### config.mk
export PLATFORM = sky130hd
export DESIGN_NAME = ahb_master_p_flat
export DESIGN_NICKNAME = d
export VERILOG_FILES = /design/src/rtl/ahb_master_p_if.sv /design/src/rtl/ahb_master_p.sv /design/src/flat_wrapper.sv
export SDC_FILE = /design/constraint.sdc
export NUM_CORES = 1
export LEC_CHECK = 0
export BUFFER_PORTS_ARGS = -buffer_cell sky130_fd_sc_hd__buf_4
export CAP_MARGIN = 20
export CORE_MARGIN = 2
export CORE_UTILIZATION = 50
export CTS_CLUSTER_SIZE = 12
export DETAILED_ROUTE_END_ITERATION = 10
export PLACE_DENSITY = 0.83
export SLEW_MARGIN = 10
export SYNTH_ARGS = -nofsm -noshare
export SYNTH_HDL_FRONTEND = slang
export SYNTH_SLANG_ARGS = --single-unit
### constraint.sdc
create_clock -name HCLK -period 8.9 [get_ports HCLK]
set_clock_uncertainty 0.2 [all_clocks]
set_input_delay 0.89 -clock HCLK [delete_from_list [all_inputs] [get_ports HCLK]]
set_output_delay 0.89 -clock HCLK [all_outputs]
set_load 0.01 [all_outputs]
### src/rtl/ahb_master_p_if.sv
// Bundles the user request/response channel and the AHB-Lite bus of ahb_master_p.
// Signal names match the original port list so existing hookups keep working.
interface ahb_master_p_if #(
  parameter int ADDR_W = 32,
  parameter int DATA_W = 32
);
  logic              req_valid;
  logic              req_ready;
  logic              req_write;
  logic [2:0]        req_size;
  logic [ADDR_W-1:0] req_addr;
  logic [DATA_W-1:0] req_wdata;
  logic              rsp_valid;
  logic              rsp_err;
  logic [DATA_W-1:0] rsp_rdata;
  logic              busy;
  logic [ADDR_W-1:0] haddr;
  logic [1:0]        htrans;
  logic              hwrite;
  logic [2:0]        hsize;
  logic [DATA_W-1:0] hwdata;
  logic [DATA_W-1:0] hrdata;
  logic              hready;
  logic              hresp;

  modport master (
    input  req_valid, req_write, req_size, req_addr, req_wdata,
    input  hrdata, hready, hresp,
    output req_ready, rsp_valid, rsp_err, rsp_rdata, busy,
    output haddr, htrans, hwrite, hsize, hwdata
  );

  modport slave (
    output req_valid, req_write, req_size, req_addr, req_wdata,
    output hrdata, hready, hresp,
    input  req_ready, rsp_valid, rsp_err, rsp_rdata, busy,
    input  haddr, htrans, hwrite, hsize, hwdata
  );
endinterface

### src/rtl/ahb_master_p.sv
// Single-transfer AHB-Lite master: one user request becomes one NONSEQ transfer,
// with alignment checking, slave error handling and a wait-state timeout.
module ahb_master_p #(
  parameter int ADDR_W  = 32,
  parameter int DATA_W  = 32,
  parameter int TIMEOUT = 16
) (
  input logic          HCLK,
  input logic          HRESET,
  ahb_master_p_if.master bus
);

  localparam int         LANES    = DATA_W / 8;
  localparam int         LANE_W   = $clog2(LANES);
  localparam int         CNT_W    = $clog2(TIMEOUT + 1);
  localparam logic [2:0] MAX_SIZE = (DATA_W == 64) ? 3'd3 : 3'd2;

  typedef enum logic [1:0] {S_IDLE, S_ADDR, S_DATA, S_RESP} state_t;

  state_t            state_q, state_d;
  logic [CNT_W-1:0]  wcnt_q, wcnt_d;
  logic [ADDR_W-1:0] haddr_q, haddr_d;
  logic              hwrite_q, hwrite_d;
  logic [2:0]        hsize_q, hsize_d;
  logic [DATA_W-1:0] wdata_q, wdata_d;
  logic [DATA_W-1:0] hwdata_q, hwdata_d;
  logic [DATA_W-1:0] rdata_q, rdata_d;
  logic              err_q, err_d;
  logic              herr_q, herr_d;
  logic              req_bad;

  function automatic logic misaligned(input logic [2:0] sz, input logic [2:0] a);
    logic m;
    case (sz)
      3'd1:    m = a[0];
      3'd2:    m = |a[1:0];
      3'd3:    m = |a[2:0];
      default: m = 1'b0;
    endcase
    return m;
  endfunction

  function automatic logic [DATA_W-1:0] replicate(input logic [DATA_W-1:0] d,
                                                  input logic [2:0] sz);
    logic [DATA_W-1:0] r;
    r = '0;
    for (int unsigned i = 0; i < LANES; i++) begin
      case (sz)
        3'd0:    r[8*i +: 8] = d[7:0];
        3'd1:    r[8*i +: 8] = d[8*(i%2) +: 8];
        3'd2:    r[8*i +: 8] = d[8*(i%4) +: 8];
        default: r[8*i +: 8] = d[8*i +: 8];
      endcase
    end
    return r;
  endfunction

  function automatic logic [DATA_W-1:0] extract(input logic [DATA_W-1:0] d,
                                                input logic [LANE_W-1:0] lane,
                                                input logic [2:0] sz);
    logic [DATA_W-1:0] sh;
    logic [DATA_W-1:0] r;
    sh = d >> {lane, 3'b000};
    r  = '0;
    case (sz)
      3'd0:    r[7:0]  = sh[7:0];
      3'd1:    r[15:0] = sh[15:0];
      3'd2:    r[31:0] = sh[31:0];
      default: r       = sh;
    endcase
    return r;
  endfunction

  assign req_bad = (bus.req_size > MAX_SIZE) ||
                   misaligned(bus.req_size, bus.req_addr[2:0]);

  always_ff @(posedge HCLK or posedge HRESET) begin
    if (HRESET) begin
      state_q  <= S_IDLE;
      wcnt_q   <= '0;
      haddr_q  <= '0;
      hwrite_q <= 1'b0;
      hsize_q  <= '0;
      wdata_q  <= '0;
      hwdata_q <= '0;
      rdata_q  <= '0;
      err_q    <= 1'b0;
      herr_q   <= 1'b0;
    end else begin
      state_q  <= state_d;
      wcnt_q   <= wcnt_d;
      haddr_q  <= haddr_d;
      hwrite_q <= hwrite_d;
      hsize_q  <= hsize_d;
      wdata_q  <= wdata_d;
      hwdata_q <= hwdata_d;
      rdata_q  <= rdata_d;
      err_q    <= err_d;
      herr_q   <= herr_d;
    end
  end

  always_comb begin
    state_d  = state_q;
    wcnt_d   = wcnt_q;
    haddr_d  = haddr_q;
    hwrite_d = hwrite_q;
    hsize_d  = hsize_q;
    wdata_d  = wdata_q;
    hwdata_d = hwdata_q;
    rdata_d  = rdata_q;
    err_d    = err_q;
    herr_d   = herr_q;

    case (state_q)
      S_IDLE: begin
        wcnt_d = '0;
        herr_d = 1'b0;
        if (bus.req_valid) begin
          // Rejected requests skip the bus, so the address-phase registers keep their last values.
          if (req_bad) begin
            err_d   = 1'b1;
            state_d = S_RESP;
          end else begin
            haddr_d  = bus.req_addr;
            hwrite_d = bus.req_write;
            hsize_d  = bus.req_size;
            wdata_d  = bus.req_wdata;
            err_d    = 1'b0;
            state_d  = S_ADDR;
          end
        end
      end
      S_ADDR: begin
        if (bus.hready) begin
          wcnt_d  = '0;
          state_d = S_DATA;
          if (hwrite_q) hwdata_d = replicate(wdata_q, hsize_q);
        end else if (wcnt_q == CNT_W'(TIMEOUT - 1)) begin
          wcnt_d  = '0;
          err_d   = 1'b1;
          state_d = S_RESP;
        end else begin
          wcnt_d = wcnt_q + 1'b1;
        end
      end
      S_DATA: begin
        if (bus.hready) begin
          state_d = S_RESP;
          if (bus.hresp || herr_q) begin
            err_d = 1'b1;
          end else begin
            err_d = 1'b0;
            if (!hwrite_q) rdata_d = extract(bus.hrdata, haddr_q[LANE_W-1:0], hsize_q);
          end
        end else begin
          wcnt_d = wcnt_q + 1'b1;
          if (bus.hresp) herr_d = 1'b1;
          if (wcnt_q == CNT_W'(TIMEOUT - 1)) begin
            err_d   = 1'b1;
            state_d = S_RESP;
          end
        end
      end
      S_RESP: begin
        herr_d  = 1'b0;
        state_d = S_IDLE;
      end
      default: state_d = S_IDLE;
    endcase
  end

  assign bus.req_ready = (state_q == S_IDLE);
  assign bus.busy      = (state_q != S_IDLE);
  assign bus.htrans    = (state_q == S_ADDR) ? 2'b10 : 2'b00;
  assign bus.haddr     = haddr_q;
  assign bus.hwrite    = hwrite_q;
  assign bus.hsize     = hsize_q;
  assign bus.hwdata    = hwdata_q;
  assign bus.rsp_valid = (state_q == S_RESP);
  assign bus.rsp_err   = (state_q == S_RESP) && err_q;
  assign bus.rsp_rdata = rdata_q;

endmodule

### src/flat_wrapper.sv
// flat-port wrapper written by rule: the top's interface ports become plain ports
module ahb_master_p_flat 
#(
  parameter int ADDR_W  = 32,
  parameter int DATA_W  = 32,
  parameter int TIMEOUT = 16
)
  (HCLK, HRESET, bus_req_valid, bus_req_write, bus_req_size, bus_req_addr, bus_req_wdata, bus_hrdata, bus_hready, bus_hresp, bus_req_ready, bus_rsp_valid, bus_rsp_err, bus_rsp_rdata, bus_busy, bus_haddr, bus_htrans, bus_hwrite, bus_hsize, bus_hwdata);
  ahb_master_p_if #(.ADDR_W(ADDR_W), .DATA_W(DATA_W)) bus_i ();
  input logic HCLK;
  input logic HRESET;
  input wire logic [$bits(bus_i.req_valid)-1:0] bus_req_valid;
  input wire logic [$bits(bus_i.req_write)-1:0] bus_req_write;
  input wire logic [$bits(bus_i.req_size)-1:0] bus_req_size;
  input wire logic [$bits(bus_i.req_addr)-1:0] bus_req_addr;
  input wire logic [$bits(bus_i.req_wdata)-1:0] bus_req_wdata;
  input wire logic [$bits(bus_i.hrdata)-1:0] bus_hrdata;
  input wire logic [$bits(bus_i.hready)-1:0] bus_hready;
  input wire logic [$bits(bus_i.hresp)-1:0] bus_hresp;
  output wire logic [$bits(bus_i.req_ready)-1:0] bus_req_ready;
  output wire logic [$bits(bus_i.rsp_valid)-1:0] bus_rsp_valid;
  output wire logic [$bits(bus_i.rsp_err)-1:0] bus_rsp_err;
  output wire logic [$bits(bus_i.rsp_rdata)-1:0] bus_rsp_rdata;
  output wire logic [$bits(bus_i.busy)-1:0] bus_busy;
  output wire logic [$bits(bus_i.haddr)-1:0] bus_haddr;
  output wire logic [$bits(bus_i.htrans)-1:0] bus_htrans;
  output wire logic [$bits(bus_i.hwrite)-1:0] bus_hwrite;
  output wire logic [$bits(bus_i.hsize)-1:0] bus_hsize;
  output wire logic [$bits(bus_i.hwdata)-1:0] bus_hwdata;
  assign bus_i.req_valid = bus_req_valid;
  assign bus_i.req_write = bus_req_write;
  assign bus_i.req_size = bus_req_size;
  assign bus_i.req_addr = bus_req_addr;
  assign bus_i.req_wdata = bus_req_wdata;
  assign bus_i.hrdata = bus_hrdata;
  assign bus_i.hready = bus_hready;
  assign bus_i.hresp = bus_hresp;
  assign bus_req_ready = bus_i.req_ready;
  assign bus_rsp_valid = bus_i.rsp_valid;
  assign bus_rsp_err = bus_i.rsp_err;
  assign bus_rsp_rdata = bus_i.rsp_rdata;
  assign bus_busy = bus_i.busy;
  assign bus_haddr = bus_i.haddr;
  assign bus_htrans = bus_i.htrans;
  assign bus_hwrite = bus_i.hwrite;
  assign bus_hsize = bus_i.hsize;
  assign bus_hwdata = bus_i.hwdata;
  ahb_master_p #(.ADDR_W(ADDR_W), .DATA_W(DATA_W), .TIMEOUT(TIMEOUT)) u_core (.HCLK(HCLK), .HRESET(HRESET), .bus(bus_i));
endmodule
; ---- Word-level counts from Yosys, hierarchy flattened
; Index checks and enable logic that the tools add are counted.
[word_totals]
ff_bits = 141
inputBits = 105
wordCells = 73
[classes]
addsub = 1
n_lt_le_gt_ge = 1
eq_ne = 12
shift = 1
mux = 27
bitwise_logic = 3
n_reduce_logical = 18
[ops]
columns = op, n
row1 = right shift 32 x 5 -> 32 bit, 1
row2 = 2-to-1 mux 8 bit, 3
row3 = 2-to-1 mux 16 bit, 1
row4 = case mux 8 bit (2 select lines), 1
row5 = 2-to-1 mux 5 bit, 3
row6 = case mux 5 bit (3 select lines), 1
row7 = 2-to-1 mux 2 bit, 6
row8 = AND reduction 3 bit, 4
row9 = 2-to-1 mux 1 bit, 8
row10 = != test 2 bit (second input constant), 4
row11 = case mux 2 bit (4 select lines), 1
row12 = equality test 3 x 1 -> 1 bit (second input constant), 2
row13 = equality test 3 x 2 -> 1 bit (second input constant), 2
row14 = case mux 1 bit (3 select lines), 2
row15 = OR reduction 2 bit, 3
row16 = adder 5 x 1 -> 5 bit (second input constant), 1
row17 = equality test 5 x 4 -> 1 bit (second input constant), 1
row18 = equality test 2 bit (second input constant), 2
row19 = AND reduction 4 bit, 1
row20 = nonzero test 2 bit, 2
row21 = greater-than comparator 3 x 2 -> 1 bit (second input constant), 1
row22 = zero test 3 bit, 1
row23 = NOT 1 bit, 3
row24 = nonzero test 3 bit, 1
row25 = 7 further kinds, 8

; ---- Longest topological paths before layout
; Gate-level depths: netlist of the first run.
[logic_depth]
word_depth = 6
depth_mapped = 8
depth_no_buf = 8

; ---- Least setup slack after synthesis of the first run
; OpenSTA, ideal clock, no wires.
[synth_path]
kind = input port to flip-flop
startpoint = input port bus_req_size[0]
endpoint = register u_core.wdata_q[0]
setup_ns = 0.125
arrival_ns = 2.124
required_time_ns = 8.575
setup_slack_ns = 6.451
stages = 7
path_buffers = 3
cell_sequence = nor3_2 nor2_1 or3_1 buf_2 buf_6 buf_6 mux2_4
[synth_between]
elab_chain_len = 5
elab_cells_between_ends = 8
[synth_rtl]
columns = item, line_no
row1 = "start, declared", flat_wrapper.sv:14  ; input wire logic [$bits(bus_i.req_size)-1:0] bus_req_size;
row2 = equality test 3 x 2 -> 1 bit / equality test 3 x 1 -> 1 bit (equally long branches), ahb_master_p.sv:34  ; case (sz)
row3 = case mux 1 bit (3 select lines), ahb_master_p.sv:34
row4 = logical OR 1 bit (*), ahb_master_p.sv:74  ; assign req_bad = (bus.req_size > MAX_SIZE) ||
row5 = NOT 1 bit (no source line) (*), --
row6 = AND reduction 3 bit (no source line) (*), --
row7 = "end signal, assigned", ahb_master_p.sv:95  ; wdata_q <= wdata_d;
row8 = "end, declared", ahb_master_p.sv:25  ; logic [DATA_W-1:0] wdata_q, wdata_d;
; Every way passes the cells marked *; elsewhere a longest branch is shown, timed or not.
; A chain may end at the register's enable or synchronous reset.

; ---- Final worst setup path of the first run
[layout_path]
startpoint = register u_core.haddr_q[1] (netlist: u_core.bus.haddr[1])
endpoint = output port bus_haddr[1]
[layout_rtl]
columns = item, line_no
row1 = "start, declared", ahb_master_p.sv:22  ; logic [ADDR_W-1:0] haddr_q, haddr_d;
row2 = "start signal, assigned", ahb_master_p.sv:92  ; haddr_q <= haddr_d;
row3 = "end, declared", flat_wrapper.sv:25  ; output wire logic [$bits(bus_i.haddr)-1:0] bus_haddr;
; No word-level cell between the ends.

==> results of run 1 <==
sequential cells by signal, summed over array words and instances, names as in the netlist:
register / flops
u_core.bus.hwrite: 1
u_core.wdata_q: 32
u_core.bus.hsize: 3
u_core.herr_q: 1
u_core.bus.hwdata: 32
u_core.state_q: 2
u_core.err_q: 1
u_core.bus.haddr: 32
u_core.wcnt_q: 5
u_core.bus.rsp_rdata: 32
cell families after synthesis:
kind of cell,after synthesis
other,1
AND/OR/NAND/NOR,89
buffers and inverters,41
multiplexers,124
AO/OA/AOI/OAI,102
adder cells (fa/ha/maj),7
flip-flops,141
routing by layer:
layer / GRT usage [%] / up-vias
li1: - / 2198
met1: 28.7 / 2346
met2: 40.4 / 201
met3: 9.10 / 19
met4: 9.37 / 0
met5: 0 / -
path summary, 6_finish.rpt:
path                                  startpoint               endpoint
max                          u_core.bus.haddr[1]           bus_haddr[1]
min                        u_core.bus.hwdata[24]  u_core.bus.hwdata[24]
max reg2reg                    u_core.state_q[0]      u_core.wdata_q[0]
min reg2reg                u_core.bus.hwdata[24]  u_core.bus.hwdata[24]
max in group asynchronous                 HRESET           u_core.err_q
min in group asynchronous                 HRESET      u_core.wdata_q[8]
where the power goes:
part           internal (W)  switching [W]  leakage, nW
clock              0.000427       0.000251        0.275
combinational      0.000658       0.000562         2.18
sequential         0.000934       0.000226         1.78
total               0.00202        0.00104         4.24
synth_stat cells, types with 2 or more instances:
cell / n
a21o_1: 2
ha_1: 7
nor3_1: 5
a22o_1: 19
or3_1: 2
and2_1: 2
o31ai_1: 9
dfrtp_1: 141
nor2b_1: 11
nand2b_1: 2
o21ai_0: 45
nor2_1: 3
mux2_4: 8
inv_1: 7
nand2_1: 54
clkbuf_1: 16
nand3_1: 5
nor3_2: 2
a21oi_1: 13
buf_6: 2
mux2i_1: 40
buf_2: 14
a211oi_1: 8
mux2_2: 76
cells in the final DEF, fill, tap and decap left out, drive strengths merged, types with 2 or more instances in the layout:
master	n
clkinvlp	2
a21o	2
mux2	84
dfrtp	141
ha	7
mux2i	40
o31ai	9
and2	2
a211oi	8
nand2b	2
nand2	54
nor2b	11
o21ai	45
inv	7
nor2	3
or3	2
buf	216
a21oi	13
a22o	19
nand3	5
nor3	7
clkbuf	26
cell type report:
class	count	area (sq um)	area share, %
clock buffers	26	519	6.09
clock inverters	4	53.8	0.631
inverters	7	31.3	0.367
multi-input cells	323	2540	29.8
flip-flops and latches	141	3530	41.4
well taps	168	210	2.46
repair buffers	216	1650	19.3
per-stage QoR:
step / cells / hold slack [ns] / util, % / total power [W]
3_5_place_dp: 853 / 0.273 / 65.4 / 0.00238
3_3_place_gp: 853 / 0.262 / 65.4 / 0.00232
6_report: 885 / 0.281 / 70.4 / 0.00306
5_1_grt: 885 / 0.299 / 70.4 / 0.00325
4_1_cts: 883 / 0.285 / 70.1 / 0.00307
2_1_floorplan: 505 / 0.274 / - / 0.00181
==> results.cfg, run 1 <==
[sta]
slew_viol_final = 0
finalCritPeriodShare_pct = 30.0
fmax_mhz = 374
hold_violations = 0
finalSetupViolCount = 0
slew_headroom_pct = 33.8
worstMarginPinSlew_ns = 0.987
fin_crit_ns = 2.67
fin_ws_ns = 6.23
setup_tns_ns = 0
grt_setup_unrepaired = false

[cells_and_area]
postLayoutCellArea_sq_mm = 0.00853
drive_gt1_share_pct = 46.6
syn_to_final_growth_pct = 36.6
diodes = 0
n_fill_cell = 880
layout.nets = 818

[route]
maxUsedRoutingLayer = met4
routed_wl_microns = 15900
route.detailed.drc = 0
routed_via_density = 5.38
dr_wl_met3_microns = 1350
wl_per_cell_microns = 18.0
drt_iter0_drc = 392
vias = 4764
ant_nets = 0
dr_wl_met2_microns = 7910
wl_met1_microns = 6410
drt-pass1-iter-count = 4

[synth]
synth_seq_area_share_pct = 56.5
async_reset_ff_share_pct = 100
ys_types = 36
ys_ff_latch = 141
synth_edf_count = 0
synth_area_sq_mm = 0.00624
synth_top_family_by_area = multiplexers
synthCells = 505
synth_area_per_cell_sq_um = 12.4
synthTopCellsByArea = dfrtp_1, mux2_2, mux2i_1
synth_mux_area_share_pct = 22.0
synth_xor_area_share_pct = 0
synth_compound_area_share_pct = 10.4
synth_flop_cell = dfrtp_1
synth-simple-area-share_pct = 6.59
yosysTopAreaCellShare_pct = 56.5
yosysWarnings = 0
yosysTopAreaCell = dfrtp_1
synth_fa_ha_area_share_pct = 1.40
syn-num-nets = 617

[worst_setup_path]
worstPathRequired_ns = 7.81
critPathKind = flop to output port
critPathBufInv = 1
critPathSlowestCell = dfrtp_1
start_kind = flop
crit_path_end_kind = output port
worstPathArrival_ns = 1.58
r2r_slack_ns = 6.27
path_cells = buf_4
critPathTopFamily = flip-flops
critical_path_depth = 1
cp_max_fo = 28
r2r_cells = 6
slowest_delay_ns = 0.92

[global_route]
grt_pass1_wl_microns = 24500
antenna_found_initial = 0
track_usage_pct = 24.2
grt_max_degree = 84
gr-total-overflow = 0
grt_pass1_vias = 4832

[clock_network]
cts_buffer_depth = 2
post_cts_buffers = 0
cts_tree = yes
clockRootBuffer = clkbuf_16
cts_made_buffers = 17
numClockSinks = 141
htreeDepth = 4
worstSkewPairLatency_ns = 0.41
ctsResizeCount = 0
clk_pin_slew_ns = 0.06
holdBufCountCts = 0

[floorplan]
dieArea_sq_mm = 0.0134
initial_utilization_pct = 51.6
die_x_microns = 116
pin_count = 211
core-area_sq_mm = 0.0121
die_h_microns = 116
rows = 40

[outcome]
status = finished, final reports clean

[pwr]
leakage_nw = 4.24
power_density_mw_per_mm2 = 358
vdd_drop_max_uv = 200

[job]
drv_cap = 0

[place]
place_hpwl_microns = 11300
post_dp_cell_area_sq_mm = 0.00792
place_ws_ns = 5.92
port_buffers = 209
gp_congestion = 0.893

[min_path]
hold-path-cell-count = 2
min_path_type = flop to flop
No activity file was read; power rests on OpenSTA's default activity.
==> inputs of run 2 (changes only) <==
--- a/config.mk
+++ b/config.mk
@@ -5,13 +5,14 @@
 export SDC_FILE = /design/constraint.sdc
 export NUM_CORES = 1
 export LEC_CHECK = 0
+export ABC_AREA = 1
 export BUFFER_PORTS_ARGS = -buffer_cell sky130_fd_sc_hd__buf_4
 export CAP_MARGIN = 20
 export CORE_MARGIN = 2
-export CORE_UTILIZATION = 50
+export CORE_UTILIZATION = 47
 export CTS_CLUSTER_SIZE = 12
 export DETAILED_ROUTE_END_ITERATION = 10
-export PLACE_DENSITY = 0.83
+export PLACE_DENSITY = 0.81
 export SLEW_MARGIN = 10
 export SYNTH_ARGS = -nofsm -noshare
 export SYNTH_HDL_FRONTEND = slang
==> constraint.sdc (replaced) <==
create_clock -name HCLK -period 2.2 [get_ports HCLK]
set_clock_uncertainty 0.2 [all_clocks]
set_input_delay 0.22 -clock HCLK [delete_from_list [all_inputs] [get_ports HCLK]]
set_output_delay 0.22 -clock HCLK [all_outputs]
set_load 0.01 [all_outputs]
==> run 2 against run 1 <==
Effect of this change: worst setup slack lost 6.1 ns; wire length grew 41%; sequential share of layout area shrank 6.8 points; global-route usage grew 5.7 points; register-to-register slack lost 6.2 ns; combinational power grew to 4.6 times the previous value; count of clock-buffer cells in the layout grew 1; non-clock buffer count grew 131; die area grew 15%; via count grew 50%; largest power group unchanged.
==> results.cfg, run 2 <==
[sta]
finalSetupViolCount = 0
fin_crit_ns = 2.10
setup_tns_ns = 0
hold_violations = 0
fmax_mhz = 477
slew_headroom_pct = 50.3
finalCritPeriodShare_pct = 95.3
worstMarginPinSlew_ns = 0.746
slew_viol_final = 0
grt_setup_unrepaired = false

[route]
vias = 7123
route.detailed.drc = 0
ant_nets = 0
maxUsedRoutingLayer = met4
wl_per_cell_microns = 17.0
routed_wl_microns = 22500
wl_met1_microns = 9220
routed_via_density = 5.38
drt_iter0_drc = 735
dr_wl_met3_microns = 1820
dr_wl_met2_microns = 10800
drt-pass1-iter-count = 5

[synth]
synth_common_cells = nand2_1, dfrtp_1, nand4_1, o21ai_0, inv_1
ys_types = 34
synth_area_sq_mm = 0.00677
synthTopCellsByArea = dfrtp_1, nand2_1, nand4_1
ys_ff_latch = 141
synth_seq_area_share_pct = 52.1
yosysTopAreaCell = dfrtp_1
synth_flop_cell = dfrtp_1
async_reset_ff_share_pct = 100
synth_area_per_cell_sq_um = 8.26
synth_edf_count = 0
synthCells = 820
yosysTopAreaCellShare_pct = 52.1
synth_most_common_cell = nand2_1
syn-num-nets = 932
yosysWarnings = 0

[floorplan]
pin_count = 211
die_x_microns = 124
die_h_microns = 124
core-area_sq_mm = 0.0140
rows = 43
dieArea_sq_mm = 0.0154
initial_utilization_pct = 48.4

[clock_network]
cts_made_buffers = 17
htreeDepth = 4
clockRootBuffer = clkbuf_16
cts_tree = yes
clk_pin_slew_ns = 0.06
numClockSinks = 141
cts_buffer_depth = 2
worstSkewPairLatency_ns = 0.42

[worst_setup_path]
worstPathRequired_ns = 2.36
cp_max_fo = 25
start_kind = flop
worstPathArrival_ns = 2.26
crit_path_end_kind = flop
critPathKind = flop to flop

[outcome]
status = finished, final reports clean

[pwr]
leakage_nw = 5.25
power_density_mw_per_mm2 = 1290
vdd_drop_max_uv = 641

[global_route]
track_usage_pct = 30.0
grt_max_degree = 142
grt_pass1_wl_microns = 35500
grt_pass1_vias = 7161
antenna_found_initial = 1
gr-total-overflow = 0

[job]
drv_cap = 0

[cells_and_area]
drive_gt1_share_pct = 24.8
layout.nets = 1241
syn_to_final_growth_pct = 50.9
final_common_cell = nand2_1
stdcell_count = 1323
layout_common_cells = nand2_1, buf_4, dfrtp_1

[place]
place_hpwl_microns = 13600
placed_cells = 1171
port_buffers = 209
gp_congestion = 0.923

[min_path]
min_path_type = input port to flop
-- run 2: cell families (layout without fill, tap and decap cells) --
| logic type | Yosys count | count (layout) | share of synthesized area (%) |
|---|---|---|---|
| buf+inv | 97 | 419 | 7.08 |
| compound gates | 104 | 104 | 9.05 |
| other cells | 1 | 2 | 0.0554 |
| simple gates | 469 | 469 | 30.3 |
| flops | 141 | 141 | 52.1 |
| fa+ha+maj | 7 | 7 | 1.29 |
| xor+xnor | 1 | 1 | 0.129 |
-- run 2: metrics by stage --
stage          total power (W)  hold WS, ns  cell area, sq um  util (%)  worst slack [ns]
2_1_floorplan          0.00749        0.164              6780         -            0.0169
6_report                0.0132       0.0147             10200      73.1             0.104
3_3_place_gp           0.00977        0.260              8440      60.3             0.355
5_1_grt                 0.0141       0.0379             10200      73.1          0.000183
4_1_cts                 0.0130     0.000750             10200      72.9            0.0131
3_5_place_dp           0.00987        0.264              8440      60.3             0.284
-- run 2: where the power goes --
part	leakage, nW	internal, W	total (W)	switching [W]
Sequential	1.80	0.00376	0.00469	0.000931
Combinational	3.15	0.00257	0.00567	0.00310
Clock	0.289	0.00176	0.00282	0.00106
Total	5.25	0.00810	0.0132	0.00509
-- run 2: timing repair --
| item | CTS | global route |
|---|---|---|
| hold buffers | 117 | 0 |
| gates resized for setup | 0 | 2 |
| setup buffers | 0 | 2 |
| endpoints found under the hold margin | 232 | 0 |
| setup endpoints to repair | 0 | 15 |
-- run 2: layer usage --
layer	global-route usage [%]	vias up
li1	-	3318
met1	38.8	3376
met2	48.0	371
met3	7.37	58
met4	13.1	0
met5	0	-
-- run 2: path summary, 6_finish.rpt --
check                                startpoint                        to  slack, ns  cells past startpoint
setup / recovery              u_core.state_q[1]      u_core.bus.haddr[28]       0.10                      6
hold reg to reg            u_core.bus.hwdata[3]      u_core.bus.hwdata[3]       0.27                      2
min in group asynchronous                HRESET  u_core.bus.rsp_rdata[16]       0.40                      4
hold / removal                   bus_hrdata[12]  u_core.bus.rsp_rdata[12]       0.01                      5
max in group asynchronous                HRESET      u_core.bus.haddr[25]       0.86                      4
setup reg to reg              u_core.state_q[1]      u_core.bus.haddr[28]       0.10                      6
-- run 2: worst max-delay path, cell delays in order (launching register included) --
cell and delay (ns):
dfrtp_1 0.41, inv_1 0.12, ha_2 0.28, buf_6 0.24, nand4_1 0.13, dlygate4sd3_1 0.59, nand2_1 0.06
-- run 2: cell type report --
cell class | instances | area, sq um
Fill cell | 1028 | 3770
Clock buffer | 27 | 533
Clock inverter | 5 | 52.6
Sequential cell | 141 | 3530
Multi-Input combinational cell | 582 | 2780
Timing Repair Buffer | 347 | 2940
Tap cell | 180 | 225
Antenna cell | 1 | 2.50
Inverter | 40 | 154
